--- config.mk ---
export PLATFORM = sky130hd
export DESIGN_NAME = alu_seq_flat
export DESIGN_NICKNAME = d
export VERILOG_FILES = /design/src/rtl/alu_seq_if.sv /design/src/rtl/alu_seq.sv /design/src/flat_wrapper.sv
export SDC_FILE = /design/constraint.sdc
export NUM_CORES = 1
export LEC_CHECK = 0
export CAP_MARGIN = 20
export CORE_MARGIN = 2
export CORE_UTILIZATION = 57
export DETAILED_ROUTE_END_ITERATION = 7
export PLACE_DENSITY = 0.82
export SYNTH_ARGS = -nofsm -noshare
export SYNTH_HDL_FRONTEND = slang
export SYNTH_SLANG_ARGS = --single-unit
--- constraint.sdc ---
create_clock -name clk -period 3.8 [get_ports clk]
set_input_delay 0.76 -clock clk [delete_from_list [all_inputs] [get_ports clk]]
set_output_delay 0.76 -clock clk [all_outputs]
set_load 0.01 [all_outputs]
--- src/rtl/alu_seq_if.sv ---
// Handshake and result bundle between a requester and the sequential 8-bit ALU.
// The flags-register feedback (carry_flag_in) travels with the request.
interface alu_seq_if;
    logic       start;
    logic [3:0] op;
    logic [7:0] a;
    logic [7:0] b;
    logic       carry_flag_in;
    logic       busy;
    logic       done;
    logic [7:0] alu_result;
    logic       carry_out;
    logic       overflow_out;
    logic       update_flags;
    logic       write_en;

    modport master (
        output start, op, a, b, carry_flag_in,
        input  busy, done, alu_result, carry_out, overflow_out, update_flags, write_en
    );

    modport slave (
        input  start, op, a, b, carry_flag_in,
        output busy, done, alu_result, carry_out, overflow_out, update_flags, write_en
    );
endinterface

--- src/rtl/alu_seq.sv ---
// Sequential 8-bit ALU: single-cycle arithmetic/logic ops, one-bit-per-clock shifts,
// registered results and flags that hold between operations.
module alu_seq (
    input  logic       clk,
    input  logic       rst,
    alu_seq_if.slave   bus
);
    typedef enum logic [1:0] {IDLE, SHIFT, DONE} state_t;

    localparam logic [3:0] OP_ADD = 4'd0;
    localparam logic [3:0] OP_ADC = 4'd1;
    localparam logic [3:0] OP_SUB = 4'd2;
    localparam logic [3:0] OP_SBB = 4'd3;
    localparam logic [3:0] OP_AND = 4'd4;
    localparam logic [3:0] OP_OR  = 4'd5;
    localparam logic [3:0] OP_XOR = 4'd6;
    localparam logic [3:0] OP_CMP = 4'd7;
    localparam logic [3:0] OP_SHL = 4'd8;
    localparam logic [3:0] OP_SHR = 4'd9;
    localparam logic [3:0] OP_SAR = 4'd10;
    localparam logic [3:0] OP_ROL = 4'd11;
    localparam logic [3:0] OP_ROR = 4'd12;

    state_t     state_reg;
    logic       busy_reg;
    logic       done_reg;
    logic       update_flags_reg;
    logic       write_en_reg;
    logic [7:0] alu_result_reg;
    logic       carry_reg;
    logic       overflow_reg;
    logic [7:0] shift_reg;
    logic [2:0] count_reg;
    logic [3:0] shift_op_reg;

    // Single-cycle datapath for the non-shift ops
    logic [8:0] sum_next;
    logic [8:0] diff_next;
    logic [7:0] result_next;
    logic       carry_next;
    logic       overflow_next;
    logic       legal_next;
    logic       is_shift;
    logic       carry_add;
    logic       borrow_sub;

    always_comb begin
        carry_add     = (bus.op == OP_ADC) & bus.carry_flag_in;
        borrow_sub    = (bus.op == OP_SBB) & bus.carry_flag_in;
        sum_next      = {1'b0, bus.a} + {1'b0, bus.b} + {8'd0, carry_add};
        diff_next     = {1'b0, bus.a} - {1'b0, bus.b} - {8'd0, borrow_sub};
        result_next   = 8'h00;
        carry_next    = 1'b0;
        overflow_next = 1'b0;
        legal_next    = 1'b1;
        is_shift      = 1'b0;
        case (bus.op)
            OP_ADD, OP_ADC: begin
                result_next   = sum_next[7:0];
                carry_next    = sum_next[8];
                overflow_next = (bus.a[7] == bus.b[7]) && (sum_next[7] != bus.a[7]);
            end
            OP_SUB, OP_SBB, OP_CMP: begin
                result_next   = diff_next[7:0];
                carry_next    = diff_next[8];
                overflow_next = (bus.a[7] != bus.b[7]) && (diff_next[7] != bus.a[7]);
            end
            OP_AND: result_next = bus.a & bus.b;
            OP_OR:  result_next = bus.a | bus.b;
            OP_XOR: result_next = bus.a ^ bus.b;
            OP_SHL, OP_SHR, OP_SAR, OP_ROL, OP_ROR: is_shift = 1'b1;
            default: legal_next = 1'b0;
        endcase
    end

    // One shift step: each bit takes its neighbour, ends take the op-specific fill
    logic       dir_left;
    logic       fill_left;
    logic       fill_right;
    logic [7:0] from_left;
    logic [7:0] from_right;
    logic [7:0] step_val;
    logic       step_cf;
    logic       step_of;

    assign dir_left   = (shift_op_reg == OP_SHL) || (shift_op_reg == OP_ROL);
    assign fill_left  = (shift_op_reg == OP_ROL) ? shift_reg[7] : 1'b0;
    assign fill_right = (shift_op_reg == OP_SAR) ? shift_reg[7] :
                        (shift_op_reg == OP_ROR) ? shift_reg[0] : 1'b0;

    generate
        for (genvar gi = 0; gi < 8; gi++) begin : g_step
            if (gi == 0) begin : g_lsb
                assign from_left[gi] = fill_left;
            end else begin : g_mid_l
                assign from_left[gi] = shift_reg[gi-1];
            end
            if (gi == 7) begin : g_msb
                assign from_right[gi] = fill_right;
            end else begin : g_mid_r
                assign from_right[gi] = shift_reg[gi+1];
            end
            assign step_val[gi] = dir_left ? from_left[gi] : from_right[gi];
        end
    endgenerate

    assign step_cf = dir_left ? shift_reg[7] : shift_reg[0];

    always_comb begin
        case (shift_op_reg)
            OP_SHL, OP_ROL: step_of = step_val[7] ^ step_cf;
            OP_SHR:         step_of = shift_reg[7];
            OP_ROR:         step_of = step_val[7] ^ step_val[6];
            default:        step_of = 1'b0;
        endcase
    end

    always_ff @(posedge clk) begin
        if (rst) begin
            state_reg        <= IDLE;
            busy_reg         <= 1'b0;
            done_reg         <= 1'b0;
            update_flags_reg <= 1'b0;
            write_en_reg     <= 1'b0;
            alu_result_reg   <= 8'h00;
            carry_reg        <= 1'b0;
            overflow_reg     <= 1'b0;
            shift_reg        <= 8'h00;
            count_reg        <= 3'd0;
            shift_op_reg     <= 4'd0;
        end else begin
            done_reg         <= 1'b0;
            update_flags_reg <= 1'b0;
            write_en_reg     <= 1'b0;
            case (state_reg)
                IDLE: begin
                    if (bus.start) begin
                        if (is_shift && bus.b[2:0] == 3'd0) begin
                            // Zero count: pass a through, flags untouched
                            alu_result_reg <= bus.a;
                            done_reg       <= 1'b1;
                            state_reg      <= DONE;
                        end else if (is_shift) begin
                            shift_reg    <= bus.a;
                            count_reg    <= bus.b[2:0];
                            shift_op_reg <= bus.op;
                            busy_reg     <= 1'b1;
                            state_reg    <= SHIFT;
                        end else if (legal_next) begin
                            alu_result_reg   <= result_next;
                            carry_reg        <= carry_next;
                            overflow_reg     <= overflow_next;
                            update_flags_reg <= 1'b1;
                            write_en_reg     <= (bus.op != OP_CMP);
                            done_reg         <= 1'b1;
                            state_reg        <= DONE;
                        end else begin
                            done_reg  <= 1'b1;
                            state_reg <= DONE;
                        end
                    end
                end
                SHIFT: begin
                    shift_reg <= step_val;
                    count_reg <= count_reg - 3'd1;
                    if (count_reg == 3'd1) begin
                        alu_result_reg   <= step_val;
                        carry_reg        <= step_cf;
                        overflow_reg     <= step_of;
                        busy_reg         <= 1'b0;
                        done_reg         <= 1'b1;
                        update_flags_reg <= 1'b1;
                        write_en_reg     <= 1'b1;
                        state_reg        <= DONE;
                    end
                end
                DONE:    state_reg <= IDLE;
                default: state_reg <= IDLE;
            endcase
        end
    end

    assign bus.busy         = busy_reg;
    assign bus.done         = done_reg;
    assign bus.update_flags = update_flags_reg;
    assign bus.write_en     = write_en_reg;
    assign bus.alu_result   = alu_result_reg;
    assign bus.carry_out    = carry_reg;
    assign bus.overflow_out = overflow_reg;
endmodule
--- src/flat_wrapper.sv ---
// flat-port wrapper written by rule: the top's interface ports become plain ports
module alu_seq_flat 
  (clk, rst, bus_start, bus_op, bus_a, bus_b, bus_carry_flag_in, bus_busy, bus_done, bus_alu_result, bus_carry_out, bus_overflow_out, bus_update_flags, bus_write_en);
  alu_seq_if bus_i ();
  input  logic clk;
  input  logic rst;
  input wire logic [$bits(bus_i.start)-1:0] bus_start;
  input wire logic [$bits(bus_i.op)-1:0] bus_op;
  input wire logic [$bits(bus_i.a)-1:0] bus_a;
  input wire logic [$bits(bus_i.b)-1:0] bus_b;
  input wire logic [$bits(bus_i.carry_flag_in)-1:0] bus_carry_flag_in;
  output wire logic [$bits(bus_i.busy)-1:0] bus_busy;
  output wire logic [$bits(bus_i.done)-1:0] bus_done;
  output wire logic [$bits(bus_i.alu_result)-1:0] bus_alu_result;
  output wire logic [$bits(bus_i.carry_out)-1:0] bus_carry_out;
  output wire logic [$bits(bus_i.overflow_out)-1:0] bus_overflow_out;
  output wire logic [$bits(bus_i.update_flags)-1:0] bus_update_flags;
  output wire logic [$bits(bus_i.write_en)-1:0] bus_write_en;
  assign bus_i.start = bus_start;
  assign bus_i.op = bus_op;
  assign bus_i.a = bus_a;
  assign bus_i.b = bus_b;
  assign bus_i.carry_flag_in = bus_carry_flag_in;
  assign bus_busy = bus_i.busy;
  assign bus_done = bus_i.done;
  assign bus_alu_result = bus_i.alu_result;
  assign bus_carry_out = bus_i.carry_out;
  assign bus_overflow_out = bus_i.overflow_out;
  assign bus_update_flags = bus_i.update_flags;
  assign bus_write_en = bus_i.write_en;
  alu_seq u_core (.clk(clk), .rst(rst), .bus(bus_i));
endmodule
==> impl_metrics.json, run 1 <==
{
  "setup_viol": 0,
  "synth_area_leaders": "dfxtp_1 21%, ha_1 13%, nor2_1 7.2%",
  "finalWorstSetupSlack_ns": 0.235,
  "synth_nets": 456,
  "worst_pin_slew_ns": 1.03,
  "synth_ff_type": "dfxtp_1",
  "fin_cells": 517,
  "ys_types": 58,
  "root_buffer": "clkbuf_8",
  "grt_max_degree": 19,
  "die_area_mm2": 0.00589,
  "cts_tree": "built",
  "cts-buffers-inserted": 5,
  "finalMaxSlewViolations": 0,
  "rr_worst_depth": 6,
  "initial_core_util": 0.590,
  "drt-total-wl_um": 8510,
  "syn_area_per_cell_um2": 7.61,
  "ir_worst_vdd_mv": 0.246,
  "detailedRoute.firstPassIterationCount": 5,
  "synth_area_mm2": 0.00301,
  "htreeDepth": 2,
  "numPlacedInstances": 509,
  "grt_usage": 0.299,
  "synth-seq-cells": 31,
  "period_needed_ns": 3.57,
  "yosysWarnings": 0,
  "num_rows": 26,
  "drtIter0Drc": 303,
  "via_per_inst": 6.01,
  "n_antenna_cell": 0,
  "grt_overflow": 0,
  "criticalPathCategory": "input port to flop",
  "status": "finished, final reports clean",
  "drc": 0,
  "cp.arrival_ns": 3.70,
  "worstHoldPathType": "flop to flop",
  "finalHoldViolations": 0,
  "r2r_start": "u_core.state_reg[1]$_SDFFE_PP0P_",
  "num_vias": 3105,
  "yosysSeqAreaShare": 0.206,
  "power.density_mw_per_mm2": 303,
  "grt_setup_unrepaired": "no",
  "synthToLayoutAreaGrowth_pct": 22.7,
  "cp-end-kind": "flop",
  "fp.dieH_um": 76.7,
  "syn_inst": 396,
  "synth_edf_count": 0,
  "cts_sinks": 31,
  "avgRoutedWirePerCell_um": 16.5,
  "pre_cts_ws_ns": -0.142,
  "max_clock_freq_mhz": 280,
  "async_flop_share": 0,
  "worstHoldStart": "u_core.bus.busy$_SDFFE_PP0P_",
  "drv_cap": 0,
  "place_hpwl_um": 6640,
  "netlist.area_leader.share": 0.206,
  "fin_skew_ns": 0.0151,
  "port_buffers": 37,
  "grt_pass1_vias": 2994,
  "leakage_nw": 1.51,
  "nets": 506,
  "fillerInstances": 443,
  "synth_top_area_cell": "dfxtp_1",
  "ff2ff_setup_slack_ns": 1.38,
  "required_ns": 3.94,
  "startpoint_type": "input port",
  "synth_common_cells": "58 x nor2_1, 32 x ha_1, 31 x dfxtp_1, 28 x a21oi_1, 28 x inv_1",
  "worstSetupStartpoint": "bus_op[0]",
  "clock_latency_ns": 0.29,
  "grt_pass1_wl_um": 14400,
  "layout-drive-gt1-share": 0.107,
  "gp_congestion": 0.945,
  "clk_pin_slew_worst_paths_ns": 0.08,
  "cts_buffer_depth": 2,
  "r2r-end": "u_core.bus.alu_result[5]$_SDFFE_PP0P_",
  "dieWidth_um": 76.7,
  "synth.most_common_cell": "nor2_1",
  "ant_nets": 0,
  "crit_end": "u_core.bus.alu_result[7]$_SDFFE_PP0P_",
  "critPathMaxFanout": 2,
  "relSlewSlack": 0.313,
  "core-area_mm2": 0.00511,
  "fin_crit_sh": 0.938,
  "total_power_mw": 1.12,
  "fin_util": 0.724,
  "antenna_found_initial": 0,
  "io_pins": 38
}
worst min-delay path by stage:
stage	end	cells past startpoint
2_1_floorplan	u_core.shift_op_reg[3]$_SDFFE_PP0P_	2
3_3_place_gp	u_core.bus.busy$_SDFFE_PP0P_	2
3_5_place_dp	u_core.shift_op_reg[3]$_SDFFE_PP0P_	2
4_1_cts	u_core.bus.busy$_SDFFE_PP0P_	2
5_1_grt	u_core.bus.busy$_SDFFE_PP0P_	2
6_report	u_core.bus.busy$_SDFFE_PP0P_	2
cells by family after synthesis:
group,after synthesis,share of synthesized area
adder cells (fa/ha/maj),36,0.159
AND/OR/NAND/NOR,142,0.227
AO/OA/AOI/OAI,118,0.276
XOR/XNOR,11,0.0320
multiplexers,10,0.0340
flip-flops,31,0.206
buffers and inverters,48,0.0652
where the power goes:
part,switching [mW],total [mW],leakage (nW),internal [mW]
clock,0.127,0.339,0.0612,0.212
sequential,0.0219,0.369,0.253,0.347
combinational,0.221,0.413,1.20,0.192
total,0.370,1.12,1.51,0.751
layer usage:
layer  vias to the layer above  global-route usage  part of all wire
met2                       141               0.494              0.48
li1                       1512                   -                 -
met3                         6              0.0529             0.082
met4                         0              0.0545            0.0060
met1                      1446               0.413              0.43
met5                         -                   0                 0
cell usage in the layout, fill, tap and decap left out, drive strengths merged, types with 3 or more instances in the layout:
master	netlist	routed
clkdlybuf4s50	0	37
a211oi	20	20
fa	4	4
mux2i	8	8
nand3	5	5
or3	4	4
o2bb2ai	3	3
a311oi	5	5
nor3b	3	3
a221oi	7	7
a21oi	28	28
xor2	3	3
a31oi	3	3
clkbuf	11	6
nand3b	4	4
nand2	24	24
dfxtp	31	31
a22oi	4	4
ha	32	32
nor2b	6	6
buf	9	26
a2bb2oi	3	3
nor3	14	14
a211o	3	3
nor2	61	61
inv	28	28
a21o	3	3
nand2b	15	15
o21ai	19	19
o22ai	4	4
xnor2	8	8
final cells by class:
class                           count  area (um^2)  share of cell area
Clock buffer                        6         82.6              0.0223
Multi-Input combinational cell    317         2200               0.596
Sequential cell                    31          621               0.168
Tap cell                           70         87.6              0.0237
Clock inverter                      2         35.0             0.00947
Inverter                           28          105              0.0284
Timing Repair Buffer               63          566               0.153
through the flow:
| step | instance area, um^2 | hold slack, ns | setup TNS [ns] |
|---|---|---|---|
| after floorplan | 3010 | 0.456 | 0 |
| after global placement | 3580 | 0.474 | -0.107 |
| after detailed placement | 3580 | 0.483 | -0.205 |
| after CTS | 3690 | 0.493 | 0 |
| after global routing | 3700 | 0.533 | 0 |
| final | 3700 | 0.490 | 0 |
what timing repair did:
action                                  in CTS  in global routing
setup buffers                                0                  0
endpoints found under the setup margin       0                  3
hold buffers                                 0                  0
resized for setup                            0                  2
worst max-delay path, stage by stage:
cell             delay [ns]
clkdlybuf4s50_1        0.50
nand2_1                0.08
or3_1                  0.36
fa_1                   0.51
inv_1                  0.05
ha_1                   0.17
o21ai_1                0.22
a21boi_0               0.17
a22oi_1                0.19
mux2_2                 0.35
o31ai_1                0.23
a311oi_1               0.11
Note: power is estimated with default switching activity, not from simulation.
==> run 2, diff against run 1 <==
CTS_CLUSTER_DIAMETER = 100   (was unset)
==> results of run 2 <==
Same layout as run 1: the final DEF is identical, and so are final timing and power.
